## src/rtl/univ_shreg_n.sv

```systemverilog
// univ_shreg_n -- WIDTH-bit universal shift register with a counted burst engine.
//
// Single-step behaviour (START=0) matches the legacy 4-bit universal shift
// register: every CP edge applies the MODE operation to Q. "Right" means
// toward the higher index, so shift right feeds DSR into Q[0].
//
// MODE encoding:
//   000 hold            001 shift right (DSR->Q[0])
//   010 shift left      011 parallel load (D)
//       (DSL->Q[W-1])
//   100 rotate right    101 rotate left
//   110 arithmetic shift left (toward index 0, MSB retained)
//   111 synchronous clear
//
// Burst engine: in IDLE, START=1 with a shift-class MODE latches MODE and CNT
// without touching Q. The following CNT edges each perform one latched step
// (DSR/DSL still sampled live). DONE pulses for one cycle after the last step;
// CNT=0 produces the DONE pulse right away without entering RUN.
//
// Handshake: BUSY is high exactly while in RUN. DONE is a single-cycle pulse
// in the cycle after a burst ends, never together with BUSY. START is only
// looked at in IDLE, so holding it high in the DONE cycle starts the next
// burst back to back.
//
// Ports:
//   CP        in   clock, rising edge
//   MRN       in   asynchronous active-low master reset
//   MODE      in   [2:0] operation select
//   D         in   [WIDTH-1:0] parallel load data
//   DSR, DSL  in   serial inputs for shift right / shift left
//   START     in   start a counted burst (IDLE only)
//   CNT       in   [CNT_W-1:0] burst step count, sampled with START
//   Q         out  [WIDTH-1:0] register contents
//   SOR       out  cascade out for right shift (Q[WIDTH-1])
//   SOL       out  cascade out for left shift (Q[0])
//   BUSY      out  burst in progress
//   DONE      out  one-cycle burst completion pulse
//   dbg_state out  current FSM state (0 = IDLE, 1 = RUN)
module univ_shreg_n #(
    parameter int WIDTH = 8,
    parameter int CNT_W = 4
) (
    input  logic             CP,
    input  logic             MRN,
    input  logic [2:0]       MODE,
    input  logic [WIDTH-1:0] D,
    input  logic             DSR,
    input  logic             DSL,
    input  logic             START,
    input  logic [CNT_W-1:0] CNT,
    output logic [WIDTH-1:0] Q,
    output logic             SOR,
    output logic             SOL,
    output logic             BUSY,
    output logic             DONE,
    output logic [0:0]       dbg_state
);

    localparam logic [0:0] ST_IDLE = 1'b0;
    localparam logic [0:0] ST_RUN  = 1'b1;

    localparam logic [2:0] M_HOLD = 3'b000;
    localparam logic [2:0] M_SHR  = 3'b001;
    localparam logic [2:0] M_SHL  = 3'b010;
    localparam logic [2:0] M_LOAD = 3'b011;
    localparam logic [2:0] M_ROR  = 3'b100;
    localparam logic [2:0] M_ROL  = 3'b101;
    localparam logic [2:0] M_ASL  = 3'b110;
    localparam logic [2:0] M_CLR  = 3'b111;

    logic [0:0]       state_q, state_d;
    logic [WIDTH-1:0] q_q, q_d;
    logic [CNT_W-1:0] rem_q, rem_d;
    logic [2:0]       mode_q, mode_d;
    logic             done_q, done_d;

    // One register step for the given operation.
    function automatic logic [WIDTH-1:0] step_op(
        input logic [2:0]       op,
        input logic [WIDTH-1:0] cur,
        input logic [WIDTH-1:0] din,
        input logic             sr,
        input logic             sl
    );
        logic [WIDTH-1:0] nxt;
        case (op)
            M_HOLD:  nxt = cur;
            M_SHR:   nxt = {cur[WIDTH-2:0], sr};
            M_SHL:   nxt = {sl, cur[WIDTH-1:1]};
            M_LOAD:  nxt = din;
            M_ROR:   nxt = {cur[WIDTH-2:0], cur[WIDTH-1]};
            M_ROL:   nxt = {cur[0], cur[WIDTH-1:1]};
            M_ASL:   nxt = {cur[WIDTH-1], cur[WIDTH-1:1]};
            M_CLR:   nxt = '0;
            default: nxt = cur;
        endcase
        return nxt;
    endfunction

    // Only these operations may be repeated by the burst engine; hold, load
    // and clear gain nothing from repetition and execute once instead.
    function automatic logic is_shift_op(input logic [2:0] op);
        return (op == M_SHR) || (op == M_SHL) || (op == M_ROR) ||
               (op == M_ROL) || (op == M_ASL);
    endfunction

    always_comb begin
        state_d = state_q;
        q_d     = q_q;
        rem_d   = rem_q;
        mode_d  = mode_q;
        done_d  = 1'b0;
        case (state_q)
            ST_RUN: begin
                q_d   = step_op(mode_q, q_q, D, DSR, DSL);
                rem_d = rem_q - CNT_W'(1);
                if (rem_q == CNT_W'(1)) begin
                    state_d = ST_IDLE;
                    done_d  = 1'b1;
                end
            end
            default: begin
                if (START && is_shift_op(MODE)) begin
                    // Burst setup edge: Q is left untouched.
                    mode_d = MODE;
                    rem_d  = CNT;
                    if (CNT == '0) begin
                        done_d = 1'b1;
                    end else begin
                        state_d = ST_RUN;
                    end
                end else begin
                    q_d = step_op(MODE, q_q, D, DSR, DSL);
                end
            end
        endcase
    end

    always_ff @(posedge CP or negedge MRN) begin
        if (!MRN) begin
            state_q <= ST_IDLE;
            q_q     <= '0;
            rem_q   <= '0;
            mode_q  <= M_HOLD;
            done_q  <= 1'b0;
        end else begin
            state_q <= state_d;
            q_q     <= q_d;
            rem_q   <= rem_d;
            mode_q  <= mode_d;
            done_q  <= done_d;
        end
    end

    assign Q         = q_q;
    assign SOR       = q_q[WIDTH-1];
    assign SOL       = q_q[0];
    assign BUSY      = (state_q == ST_RUN);
    assign DONE      = done_q;
    assign dbg_state = state_q;

endmodule

```

## config.mk

```make
export PLATFORM = sky130hd
export DESIGN_NAME = univ_shreg_n
export DESIGN_NICKNAME = d
export VERILOG_FILES = /design/src/rtl/univ_shreg_n.sv
export SDC_FILE = /design/constraint.sdc
export NUM_CORES = 1
export LEC_CHECK = 0
export ABC_AREA = 0
export BUFFER_PORTS_ARGS = -buffer_cell sky130_fd_sc_hd__buf_2
export CAP_MARGIN = 30
export CORE_MARGIN = 2
export CORE_UTILIZATION = 40
export CTS_CLUSTER_DIAMETER = 50
export DETAILED_ROUTE_END_ITERATION = 12
export SLEW_MARGIN = 20
export SYNTH_ARGS = -nofsm -noshare
export SYNTH_HDL_FRONTEND = slang
export SYNTH_SLANG_ARGS = --single-unit
```

## constraint.sdc

```tcl
create_clock -name CP -period 2.96 [get_ports CP]
set_input_delay 0.444 -clock CP [delete_from_list [all_inputs] [get_ports CP]]
set_output_delay 0.444 -clock CP [all_outputs]
set_load 0.01 [all_outputs]
```

==> metrics.txt, run 1 <==
status=finished clean; # hold bufs at CTS=0; vias in the first global route=1292; placed cell area=0.001667 mm^2; post-layout min period=2.101 ns; initial antenna violation count=0; CTS resizes=0; Die Y=66.71 um; most used flip-flop cell after synthesis=dfrtp_1; DRT iter0 DRCs=171; Post-synth top cells=dfrtp_1, a21oi_1, nand2_1, mux2i_1; clock slew at reported path FFs=0.07 ns; DR DRC count=0; final net count=216; number of H-tree levels=1; Port Buffers=32; Cell Rows=22; RR Startpoint=mode_q[1]$_DFFE_PN0P_; Synth Register Bits=17; final instance area=0.001712 mm^2; Num CTS Buffers=3; pwr/cell area=1084 mW/mm^2; synth warn=0; Final Wtd Congestion=0.8605; type of the worst min-delay path=input pin to async pin; Initial Util=42.32%; Die ar.=0.004450 mm^2; reg2reg path depth=3; n_diodes=0; critical path peak fanout=28; first-pass GRT wire length=6410 um; Root Buffer=clkbuf_8; Post-Syn Area per Cell=8.987 um^2; largest cells by area after synthesis=dfrtp_1, mux2i_1, o31ai_2; Net Count, Synth=197; actual slew at the worst max-slew pin=0.8338 ns; Post-synth EDFFs=0; Slew headroom=44.41%; Syn Inst Count=175; CP arrival=2.24 ns; detailed placement HPWL=2810 um; mapped cell area=0.001573 mm^2; # Post-CTS Setup Buffers=0; Max Root-Sink Buffers=2; largest net degree at the start of global routing=29; number of max-cap violations=0; Fin Clk Skew=0.007795 ns; Post-synth ARST share=100.0%; core region area=0.003716 mm^2; CTS tree=built; final setup fails=0; FMAX=475.9 MHz; antenna-violating nets left=0; layout cells sized above 1=24.35%; Leakage=0.7649 nW; total number of vias=1463; Ports=33; CP Launch Type=flip-flop; Vias/cell=6.071; clock sinks=17; fin crit share=70.99%; r2r setup slk=0.86 ns; CP Class=flip-flop to flip-flop; Layout area overhead=8.830%; grt ovf=0; crit end category=flip-flop; Critical Path RT=3.10 ns; part of the Yosys area used for sequential elements=27.05%; GR Util All Layers=19.26%; cell taking the most area after synthesis=dfrtp_1; clock latency on the worst-skew pair=0.26 ns; reg-to-reg endpoint=Q[6]$_DFFE_PN0P_; setup TNS=0 ns; post-synth top area share=27.05%; Die X=66.71 um; count leader, synth=dfrtp_1; worst IR drop on VDD=0.3853 mV; wirelength, routed=3979 um; Slew Limit Fails=0; Final Hold Fails=0; RSZ-0062 raised after global routing=no; Routed WL per cell=16.51 um; DRT Pass-1 Iters=4; Distinct cells, synth=50
==> worst max-delay path by stage <==
stage                             to                  start  slack (ns)  depth (start not counted)
2_1_floorplan  mode_q[0]$_DFFE_PN0P_                  START        1.49                          5
3_3_place_gp        Q[6]$_DFFE_PN0P_  mode_q[1]$_DFFE_PN0P_        0.97                          3
3_5_place_dp        Q[6]$_DFFE_PN0P_  mode_q[1]$_DFFE_PN0P_        0.91                          3
4_1_cts             Q[6]$_DFFE_PN0P_  mode_q[1]$_DFFE_PN0P_        0.90                          3
5_1_grt             Q[6]$_DFFE_PN0P_  mode_q[1]$_DFFE_PN0P_        0.75                          3
6_report            Q[6]$_DFFE_PN0P_  mode_q[1]$_DFFE_PN0P_        0.86                          3
==> flip-flops by register name, indices dropped and copies added (netlist names) <==
signal	flops
BUSY	1
DONE	1
Q	8
mode_q	3
rem_q	4
==> stage by stage <==
step | setup slack, ns | util (%) | hold WS, ns | std cells | total power [mW]
floorplan | 1.485 | - | 0.1484 | 175 | 1.473
global placement | 0.9659 | 44.85 | 0.3875 | 237 | 1.638
detailed placement | 0.9147 | 44.85 | 0.3895 | 237 | 1.665
CTS | 0.9032 | 46.06 | 0.1069 | 241 | 1.855
global route | 0.7471 | 46.06 | 0.1277 | 241 | 2.020
finish | 0.8588 | 46.06 | 0.1006 | 241 | 1.855
==> cell families after synthesis <==
family,Yosys count,share of synthesized area [%]
flops,17,27.05
fa+ha+maj,2,1.591
compound gates,60,29.67
simple gates,50,18.62
mux,16,10.66
buf+inv,26,10.18
xor+xnor,4,2.227
==> layout make-up <==
class	instances	area [um^2]
multi-input combinational	132	987.2
inverter	7	26.28
fill	361	2004
timing repair buffer	33	167.7
tap	48	60.06
sequential	17	425.4
clock buffer	4	45.04
==> layout by cell type, fill, tap and decap left out, types with 3 or more instances in the layout <==
cell type	instances
nor3_1	3
inv_1	6
clkbuf_8	3
a21oi_1	14
nor2_1	6
nor2b_1	7
o21ai_0	6
buf_2	32
xor2_1	4
nand2_1	11
o21ai_1	3
mux2i_1	10
and3b_1	4
o221ai_1	3
o31ai_2	6
a221o_1	6
nand2b_1	3
mux2_1	4
dfrtp_1	17
nand3_1	4
==> worst max-delay path, stage by stage (launching register included) <==
cell and delay [ns]:
dfrtp_1 0.69, o31ai_2 0.32, o31a_1 0.57, mux2_2 0.40
==> power breakdown <==
part	internal (mW)	switching (mW)
Clock	0.0956	0.0790
Combinational	0.515	0.504
Sequential	0.350	0.311
==> metal layers <==
layer  vias up  wire [um]  global-route usage [%]
li1        692          -                       -
met1       709       1790                   25.89
met2        55       1868                   30.25
met3         7        261                   4.730
met4         0         59                   6.122
met5         -          0                       0
No activity file was read; power rests on OpenSTA's default activity.
==> inputs of run 2 (changes only) <==
==> constraint.sdc (replaced) <==
create_clock -name CP -period 1.81 [get_ports CP]
set_input_delay 0.2715 -clock CP [delete_from_list [all_inputs] [get_ports CP]]
set_output_delay 0.2715 -clock CP [all_outputs]
set_load 0.01 [all_outputs]
==> run 2 against run 1 <==
Final area is 5.6% higher. Largest cell class unchanged. First-iteration DRC count decreased by 36%. Core utilization is 2.6 points higher. Critical endpoint is now Q[7]$_DFFE_PN0P_. Global-route usage increased by 0.21 points. Largest power group unchanged. Sequential power is 46% higher.
==> metrics.txt, run 2 (synthesized netlist as in run 1, its figures left out) <==
Slew Limit Fails=0 (unchanged); setup ws final=0.1204 ns (-0.7385 ns); Layout area overhead=14.88%; Final Wtd Congestion=0.8834 (+2.7%); Worst path slowest cell=dfrtp_1; DRT iter0 DRCs=109 (-36%); critical path peak fanout=19 (-32%); RR Startpoint=mode_q[0]$_DFFE_PN0P_; clock slew at reported path FFs=0.08 ns (about the same); CP arrival=1.83 ns (-0.41 ns); Levels on crit path=4 (+1); Final Hold Fails=0 (unchanged); worst IR drop on VDD=0.7025 mV (+82%); Critical Path Max Stage Delay=0.69 ns (about the same); Critical Path RT=1.95 ns (-1.15 ns); Leakage=0.8242 nW (+7.7%); actual slew at the worst max-slew pin=0.5458 ns (-0.2880 ns); CTS tree=built; max FFs per register=8 (unchanged); first-pass GRT wire length=6568 um (+2.5%); total number of vias=1499 (+2.5%); crit end category=flip-flop; Fin Clk Skew=0.007847 ns (+0.00005157 ns); DP Worst Slack=0.1200 ns (-0.7948 ns); final core occ=48.62% (+2.6 points); type of the worst min-delay path=input pin to flip-flop; Num CTS Buffers=3 (unchanged); n_diodes=0 (unchanged); Die X=66.71 um (unchanged); reg2reg path depth=4 (+1); final setup fails=0 (unchanged); detailed placement HPWL=3068 um (+9.2%); fin crit share=93.35% (+22 points); overall power=3.206 mW (+73%); final net count=228 (+5.6%); DR DRC count=0 (unchanged); Hold WS=0.3153 ns (+0.2147 ns); antenna-violating nets left=0 (unchanged); reg-to-reg endpoint=Q[7]$_DFFE_PN0P_; Routed WL per cell=16.20 um (-1.9%); crit path cell chain=mux2_1 > a21oi_1 > o221ai_1 > a31o_1; Port Buffers=32 (unchanged); grt ovf=0 (unchanged); number of max-cap violations=0 (unchanged); number of H-tree levels=1 (unchanged); CP Launch Type=flip-flop; Ports=33 (unchanged); clock latency on the worst-skew pair=0.26 ns (about the same); r2r setup slk=0.12 ns (-0.74 ns); Slew headroom=63.61% (+19 points); CP Class=flip-flop to flip-flop; vias in the first global route=1362 (+5.4%); CP bufs+invs=0 (unchanged); most common cell after layout, fill and taps aside=buf_2; setup TNS=0 ns (unchanged); Max Root-Sink Buffers=2 (unchanged); RSZ-0062 raised after global routing=no; layout cells sized above 1=29.27% (+4.9 points); wirelength, routed=4099 um (+3.0%); hold depth=3; GR Util All Layers=19.47% (+0.21 points); largest net degree at the start of global routing=21 (-28%); delay-heaviest family, CP=flip-flops; DRT Pass-1 Iters=4 (unchanged); Die Y=66.71 um (unchanged); Die ar.=0.004450 mm^2 (unchanged); Root Buffer=clkbuf_8; clock sinks=17 (unchanged); Initial Util=42.32% (unchanged); initial antenna violation count=0 (unchanged); core region area=0.003716 mm^2 (unchanged); Hold Startpoint=CNT[3]; FMAX=591.8 MHz (+24%); pwr/cell area=1775 mW/mm^2 (+64%); most frequent cells in the layout=buf_2, dfrtp_1, a21oi_1; post-layout min period=1.690 ns (-0.4115 ns); Hold EP=rem_q[3]$_DFFE_PN0P_; Cell Rows=22 (unchanged); Vias/cell=5.925 (-2.4%); status=finished clean
run 2: cell count changes in the layout (fill, tap and decap cells not counted):
| cell | delta |
|---|---|
| clkbuf_1 | -1 |
| dfrtp_2 | +1 |
| dfrtp_1 | -1 |
| dlygate4sd3_1 | +1 |
| buf_4 | +11 |
| clkinv_2 | +1 |
run 2: worst max path at each step:
stage | from | slack, ns | end
after floorplan | mode_q[1]$_DFFE_PN0P_ | 0.35 | Q[6]$_DFFE_PN0P_
after global placement | mode_q[0]$_DFFE_PN0P_ | 0.19 | Q[7]$_DFFE_PN0P_
after detailed placement | mode_q[0]$_DFFE_PN0P_ | 0.12 | Q[7]$_DFFE_PN0P_
after CTS | mode_q[0]$_DFFE_PN0P_ | 0.10 | Q[7]$_DFFE_PN0P_
after global routing | mode_q[0]$_DFFE_PN0P_ | 0.009 | Q[7]$_DFFE_PN0P_
final | mode_q[0]$_DFFE_PN0P_ | 0.12 | Q[7]$_DFFE_PN0P_
run 2: through the flow:
| step | instance area [um^2] | cells |
|---|---|---|
| final | 1807 | 253 |
| after global routing | 1807 | 253 |
| after CTS | 1805 | 253 |
| after detailed placement | 1749 | 248 |
| after global placement | 1749 | 248 |
| after floorplan | 1573 | 175 |
run 2: timing repair:
item,in CTS,in global routing
setup endpoints to repair,0,1
hold buffers,1,0
buffers inserted,0,0
gates resized for setup,0,1
hold endpoints to repair,17,0
run 2: area by class of cell:
type / instances / area [um^2]
Clock buffer: 3 / 41.29
Clock inverter: 1 / 5.005
Fill cell: 366 / 1909
Inverter: 7 / 26.28
Multi-Input combinational cell: 132 / 987.2
Sequential cell: 17 / 426.7
Tap cell: 48 / 60.06
Timing Repair Buffer: 45 / 260.3
run 2: worst register-to-register path, cell delays in order, from the launching register on:
cell and delay (ns):
dfrtp_1 0.69, mux2_1 0.38, a21oi_1 0.14, o221ai_1 0.13, a31o_1 0.23
run 2: power by group:
part,internal [mW],total [mW],switching (mW)
Combinational,0.979,1.94,0.961
Clock,0.153,0.302,0.149
Sequential,0.578,0.964,0.386
Total,1.71,3.21,1.50
run 2: metal layers:
layer	global-route usage [%]	up-vias	wire, um
met2	31.13	42	2001
met3	2.534	2	198
met1	27.32	733	1882
met4	5.612	0	17
met5	0	-	0
li1	-	722	-
